<file path="src/rtl/ps2_pkg.sv">
// Shared types and constants for the PS/2 host transmit path.
package ps2_pkg;

    typedef enum logic [2:0] {
        IDLE      = 3'd0,
        INHIBIT   = 3'd1,
        RTS       = 3'd2,
        SHIFT     = 3'd3,
        WAIT_IDLE = 3'd4
    } ps2_state_e;

    localparam logic [7:0] CMD_SET_LEDS = 8'hED;
    localparam logic [7:0] CMD_ENABLE   = 8'hF4;
    localparam logic [7:0] CMD_RESET    = 8'hFF;

    localparam logic [7:0] RSP_ACK      = 8'hFA;
    localparam logic [7:0] RSP_RESEND   = 8'hFE;

    // Falls per frame: 8 data, parity, stop, ack.
    localparam logic [3:0] FRAME_BITS   = 4'd11;

    // PS/2 uses odd parity over the data byte.
    function automatic logic odd_parity(input logic [7:0] b);
        return ~^b;
    endfunction

endpackage

</file>
<file path="src/rtl/ps2_line_filter.sv">
// Synchronizer, stability filter and fall detector for one raw PS/2 line.
// The filtered level only moves after FILTER_LEN consecutive samples that
// disagree with it, which rejects glitches on the slow open-drain lines.
module ps2_line_filter #(
    parameter int FILTER_LEN = 8
) (
    input  logic clk_i,
    input  logic rst_i,
    input  logic line_i,
    output logic level_o,
    output logic fall_o
);

    localparam int CW = $clog2(FILTER_LEN + 1);
    localparam logic [CW-1:0] CNT_LAST = CW'(FILTER_LEN - 1);

    logic [1:0]    sync_q;
    logic          filt_q;
    logic          filt_d;
    logic          prev_q;
    logic [CW-1:0] cnt_q;
    logic [CW-1:0] cnt_d;

    // Count consecutive disagreeing samples; flip the level on the last one.
    always_comb begin
        filt_d = filt_q;
        cnt_d  = '0;
        if (sync_q[1] != filt_q) begin
            if (cnt_q == CNT_LAST) begin
                filt_d = sync_q[1];
            end else begin
                cnt_d = cnt_q + 1'b1;
            end
        end
    end

    // Idle PS/2 lines are high, so everything resets to 1.
    always_ff @(posedge clk_i) begin
        if (rst_i) begin
            sync_q <= 2'b11;
            filt_q <= 1'b1;
            prev_q <= 1'b1;
            cnt_q  <= '0;
        end else begin
            sync_q <= {sync_q[0], line_i};
            filt_q <= filt_d;
            prev_q <= filt_q;
            cnt_q  <= cnt_d;
        end
    end

    assign level_o = filt_q;
    assign fall_o  = prev_q & ~filt_q;

endmodule

</file>
<file path="src/rtl/ps2_host_tx.sv">
// Host-to-device PS/2 command transmitter. Runs on the system clock,
// oversampling the keyboard clock, and drives the open-drain lines through
// drive-low enables. busy lets the neighbouring receive path ignore the bus.
module ps2_host_tx #(
    parameter int INHIBIT_CYCLES = 12000,
    parameter int TIMEOUT_CYCLES = 2000000,
    parameter int FILTER_LEN     = 8
) (
    input  logic       clk,
    input  logic       rst,
    input  logic [7:0] tx_data,
    input  logic       tx_valid,
    output logic       tx_ready,
    output logic       busy,
    output logic       done,
    output logic       ack_ok,
    output logic       timeout,
    input  logic       ps2_clk_in,
    input  logic       ps2_data_in,
    output logic       ps2_clk_drive_low,
    output logic       ps2_data_drive_low
);

    import ps2_pkg::*;

    localparam int TMAX = (INHIBIT_CYCLES > TIMEOUT_CYCLES) ? INHIBIT_CYCLES : TIMEOUT_CYCLES;
    localparam int TW   = $clog2(TMAX + 1);
    localparam logic [TW-1:0] INH_LOAD = TW'(INHIBIT_CYCLES - 1);
    localparam logic [TW-1:0] TO_LOAD  = TW'(TIMEOUT_CYCLES - 1);

    logic clk_level;
    logic clk_fall;
    logic data_level;
    logic data_fall_unused;

    ps2_line_filter #(.FILTER_LEN(FILTER_LEN)) u_clk_filt (
        .clk_i   (clk),
        .rst_i   (rst),
        .line_i  (ps2_clk_in),
        .level_o (clk_level),
        .fall_o  (clk_fall)
    );

    ps2_line_filter #(.FILTER_LEN(FILTER_LEN)) u_data_filt (
        .clk_i   (clk),
        .rst_i   (rst),
        .line_i  (ps2_data_in),
        .level_o (data_level),
        .fall_o  (data_fall_unused)
    );

    ps2_state_e    state_q;
    logic [7:0]    byte_q;
    logic          parity_q;
    logic [3:0]    bit_cnt_q;
    logic [3:0]    bit_cnt_d;
    logic [TW-1:0] timer_q;
    logic          ack_pend_q;
    logic          tx_ready_q;
    logic          busy_q;
    logic          done_q;
    logic          ack_ok_q;
    logic          timeout_q;
    logic          clk_dl_q;
    logic          data_dl_q;
    logic          timer_zero;
    logic          timeout_hit;

    assign bit_cnt_d   = bit_cnt_q + 4'd1;
    assign timer_zero  = (timer_q == '0);
    // Expiry is checked before any fall, so a coincident fall loses.
    assign timeout_hit = timer_zero &&
                         ((state_q == RTS) || (state_q == SHIFT) || (state_q == WAIT_IDLE));

    // Transfer sequencer: inhibit, request-to-send, clock out the frame,
    // read the ack, then wait for the bus to go idle before reporting.
    always_ff @(posedge clk) begin
        if (rst) begin
            state_q    <= IDLE;
            byte_q     <= '0;
            parity_q   <= 1'b0;
            bit_cnt_q  <= '0;
            timer_q    <= '0;
            ack_pend_q <= 1'b0;
            tx_ready_q <= 1'b1;
            busy_q     <= 1'b0;
            done_q     <= 1'b0;
            ack_ok_q   <= 1'b0;
            timeout_q  <= 1'b0;
            clk_dl_q   <= 1'b0;
            data_dl_q  <= 1'b0;
        end else begin
            done_q <= 1'b0;
            if (timeout_hit) begin
                clk_dl_q   <= 1'b0;
                data_dl_q  <= 1'b0;
                done_q     <= 1'b1;
                ack_ok_q   <= 1'b0;
                timeout_q  <= 1'b1;
                tx_ready_q <= 1'b1;
                busy_q     <= 1'b0;
                state_q    <= IDLE;
            end else begin
                unique case (state_q)
                    IDLE: begin
                        if (tx_valid && tx_ready_q) begin
                            byte_q     <= tx_data;
                            parity_q   <= odd_parity(tx_data);
                            tx_ready_q <= 1'b0;
                            busy_q     <= 1'b1;
                            clk_dl_q   <= 1'b1;
                            timer_q    <= INH_LOAD;
                            state_q    <= INHIBIT;
                        end
                    end
                    INHIBIT: begin
                        if (timer_zero) begin
                            // Start bit goes down while clock is still held;
                            // clock is released on the first RTS cycle.
                            data_dl_q <= 1'b1;
                            bit_cnt_q <= '0;
                            timer_q   <= TO_LOAD;
                            state_q   <= RTS;
                        end else begin
                            timer_q <= timer_q - 1'b1;
                        end
                    end
                    RTS, SHIFT: begin
                        clk_dl_q <= 1'b0;
                        if (clk_fall) begin
                            bit_cnt_q <= bit_cnt_d;
                            timer_q   <= TO_LOAD;
                            state_q   <= SHIFT;
                            if (bit_cnt_d <= 4'd8) begin
                                data_dl_q <= ~byte_q[bit_cnt_q[2:0]];
                            end else if (bit_cnt_d == 4'd9) begin
                                data_dl_q <= ~parity_q;
                            end else if (bit_cnt_d == 4'd10) begin
                                data_dl_q <= 1'b0;
                            end else if (bit_cnt_d == FRAME_BITS) begin
                                ack_pend_q <= ~data_level;
                                state_q    <= WAIT_IDLE;
                            end
                        end else begin
                            timer_q <= timer_q - 1'b1;
                        end
                    end
                    WAIT_IDLE: begin
                        if (clk_level && data_level) begin
                            done_q     <= 1'b1;
                            ack_ok_q   <= ack_pend_q;
                            timeout_q  <= 1'b0;
                            tx_ready_q <= 1'b1;
                            busy_q     <= 1'b0;
                            state_q    <= IDLE;
                        end else if (clk_fall) begin
                            timer_q <= TO_LOAD;
                        end else begin
                            timer_q <= timer_q - 1'b1;
                        end
                    end
                    default: state_q <= IDLE;
                endcase
            end
        end
    end

    assign tx_ready           = tx_ready_q;
    assign busy               = busy_q;
    assign done               = done_q;
    assign ack_ok             = ack_ok_q;
    assign timeout            = timeout_q;
    assign ps2_clk_drive_low  = clk_dl_q;
    assign ps2_data_drive_low = data_dl_q;

endmodule

</file>
<file path="config.mk">
export PLATFORM = sky130hd
export DESIGN_NAME = ps2_host_tx
export DESIGN_NICKNAME = d
export VERILOG_FILES = /design/src/rtl/ps2_pkg.sv /design/src/rtl/ps2_line_filter.sv /design/src/rtl/ps2_host_tx.sv
export SDC_FILE = /design/constraint.sdc
export NUM_CORES = 1
export LEC_CHECK = 0
export BUFFER_PORTS_ARGS = -buffer_cell sky130_fd_sc_hd__buf_2
export CAP_MARGIN = 20
export CELL_PAD_IN_SITES_DETAIL_PLACEMENT = 1
export CELL_PAD_IN_SITES_GLOBAL_PLACEMENT = 1
export CORE_MARGIN = 2
export CORE_UTILIZATION = 45
export CTS_BUF_LIST = sky130_fd_sc_hd__clkbuf_4
export CTS_CLUSTER_SIZE = 40
export DETAILED_ROUTE_END_ITERATION = 12
export HOLD_SLACK_MARGIN = 0.05
export MAX_ROUTING_LAYER = met4
export PLACE_DENSITY = 0.81
export SETUP_SLACK_MARGIN = 0.4
export SKIP_CTS_REPAIR_TIMING = 1
export SLEW_MARGIN = 20
export SYNTH_ARGS = -nofsm -noshare
export SYNTH_HDL_FRONTEND = slang
export SYNTH_SLANG_ARGS = --single-unit
export TNS_END_PERCENT = 5
</file>
<file path="constraint.sdc">
create_clock -name clk -period 4.26 [get_ports clk]
set_input_delay 0 -clock clk [delete_from_list [all_inputs] [get_ports clk]]
set_output_delay 0 -clock clk [all_outputs]
set_load 0.05 [all_outputs]
</file>
==> run metrics <==
Yosys top cell by area dfxtp_1; Post-Syn Nets 403; final core utilization 50.8%; share of the synthesized area in the top cell type 36.4%; total global-route track usage 22.1%; Net Sw Frac 47.7%; Synth Flop Type dfxtp_1; Worst setup SP type flop; Async SR Flop Fraction 0%; register area share after synthesis 36.4%; share of cells above drive strength 1 16.8%; CP peak stage delay 630 ps; HP Class in2reg; setup_tns 0 ps; Psw 1.08 mW; Clk pwr share 16.2%; DRT iter0 DRCs 114; CTS sink count 60; Hold Fails Final Rpt 0; Post-DP HPWL 5840 um; sequential share of power 35.6%; Rows 31; Die H 89.6 um; Max IR drop VDD 0.203 mV; part of the power in combinational logic 48.1%; first-pass GRT wire length 13,300 um; vias in the first global route 2,755; Slew Limit Headroom 54.6%; Fmax 416 MHz; Area growth syn-to-layout 10.7%; Layout Cells excl Fill 509; CP Max Fanout 10; Routed Antenna Nets 0; pin count of the biggest net entering global routing 36; Max clock buf depth 2; H-Tree Depth 3; commonest non-fill, non-tap cells in the layout dfxtp_1 (60), nand2_1 (37), nor2_1 (36); Lkg Pwr 1.42 nW; clk_lat worst skew 440 ps; Routed WL 8290 um; Yosys warning count 0; Tcrit/Tclk final 56.5%; CTS tree done; WL per Instance 16.3 um; DRT Pass-1 Iters 4; RSZ-0062 raised after global routing no; io pins 20; Min Clock Period, post-route 2410 ps; CP required 4580 ps; Vias 2,890; Crit. End Element flop; CP Data Arrival Time 2730 ps; Cell Area, Synth 3300 um2; Crit Path Class reg2reg; Routability Congestion 0.830; clock skew 17.0 ps; Max-Cap Viols 0; core area 7180 um2; Placed Instances 483; Worst-Margin Slew 681 ps; Initial Util 45.9%; DIE AREA 8020 um2; Final Net Count 427; Internal Power 1.18 mW; die width 89.6 um; final hold slack 92.0 ps; post-synthesis register bit count 60; Remaining Overflow, GRT 0; I/O Buffers 19; leading cell type in the layout, fill and taps excluded dfxtp_1; Mapped Cells 381; antenna violations before repair 0; # DRC 0; Yosys cell types 70; Syn Area/Cell 8.65 um2; Synth area leaders dfxtp_1 (36%), a21oi_1 (5.3%), nand2_1 (4.2%); status finished clean; Setup violations, final 0; Reg clk slew, reported paths 120 ps; Post-synth EDFFs 0; crit-path cells inv_1 -> ha_1 -> nor4b_1 -> and4_1 -> a211oi_2 -> a21oi_1 -> o211a_1; Clock Tree Root clkbuf_4; Worst path slowest cell a211oi_2; fin. max-slew vios 0; Pwr per Cell Area 620 nW/um2; Inserted Clock Buffers 9; vias per cell 5.68; ant diodes 0
per-stage QoR:
step                area, um2  setup WS (ps)  total power [mW]
finish                   3650           1850              2.26
detailed placement       3430           1870              1.88
global route             3650           1700              2.43
floorplan                3300           2080              1.67
CTS                      3550           1870              2.26
global placement         3430           1950              1.86
cells in the mapped netlist, types with 4 or more instances:
cell type,instances
a21oi_1,35
a221oi_2,5
a31oi_1,5
and3_1,5
buf_2,6
clkbuf_1,7
dfxtp_1,60
ha_1,9
inv_1,14
nand2_1,37
nand2b_1,7
nand3_1,20
nor2_1,36
nor2b_1,6
nor3_1,12
o211a_1,5
o21ai_0,9
o21ai_1,4
o32ai_1,4
or2_2,6
or3_1,4
xnor2_1,12
xor2_1,4
power by group through the flow:
stage                     Clock, mW  Combinational (mW)  Sequential, mW
after floorplan                   0               0.866           0.807
after global placement            0                1.05           0.809
after detailed placement          0                1.07           0.816
after CTS                     0.376                1.08           0.804
after global routing          0.394                1.21           0.825
final                         0.367                1.09           0.806
per-layer routing:
metal | share of wire, % | track usage (%) | vias up | wire length [um]
li1 | - | - | 1432 | -
met1 | 49 | 29.1 | 1410 | 4050
met2 | 47 | 34.2 | 32 | 3870
met3 | 2.4 | 3.84 | 16 | 203
met4 | 2.0 | 8.14 | 0 | 165
met5 | 0 | - | - | 0
cell families (layout without fill, tap and decap cells):
family	count (synthesis)	count (layout)	synth area share, %
buf+inv	32	61	4.67
compound gates	95	95	21.9
fa+ha+maj	9	9	3.42
flops	60	60	36.4
mux	5	5	2.28
simple gates	164	164	27.1
xor+xnor	16	16	4.25
layout make-up:
type,instances,area [um2]
Clock buffer,9,67.6
Inverter,14,52.6
Clock inverter,7,52.6
Fill cell,864,3530
Tap cell,99,124
Sequential cell,60,1200
Multi-Input combinational cell,289,1940
Timing Repair Buffer,31,210
path summary, 6_finish.rpt:
| path | start | to | slack [ps] | cells after the start |
|---|---|---|---|---|
| max reg2reg | timer_q[0] | timer_q[17] | 1850 | 7 |
| max | timer_q[0] | timer_q[17] | 1850 | 7 |
| min reg2reg | u_data_filt.cnt_q[0] | u_data_filt.cnt_q[0] | 450 | 1 |
| min | tx_valid | state_q[1] | 90 | 5 |
flip-flops by register name, indices dropped and copies added (netlist names):
name / count
state_q: 3
u_clk_filt.level_o: 1
tx_ready: 1
bit_cnt_q: 4
u_clk_filt.prev_q: 1
ps2_clk_drive_low: 1
busy: 1
parity_q: 1
done: 1
u_clk_filt.cnt_q: 4
u_data_filt.sync_q: 2
u_clk_filt.sync_q: 2
ps2_data_drive_low: 1
ack_ok: 1
byte_q: 8
u_data_filt.cnt_q: 4
timeout: 1
ack_pend_q: 1
u_data_filt.level_o: 1
timer_q: 21
worst max-delay path: cells and delay by family (launching register included):
family | cells | cell delay (ps)
simple gates | 2 | 500
fa+ha+maj | 1 | 210
flops | 1 | 450
compound gates | 3 | 1040
buf+inv | 1 | 100
(Power assumes the default switching activity.)
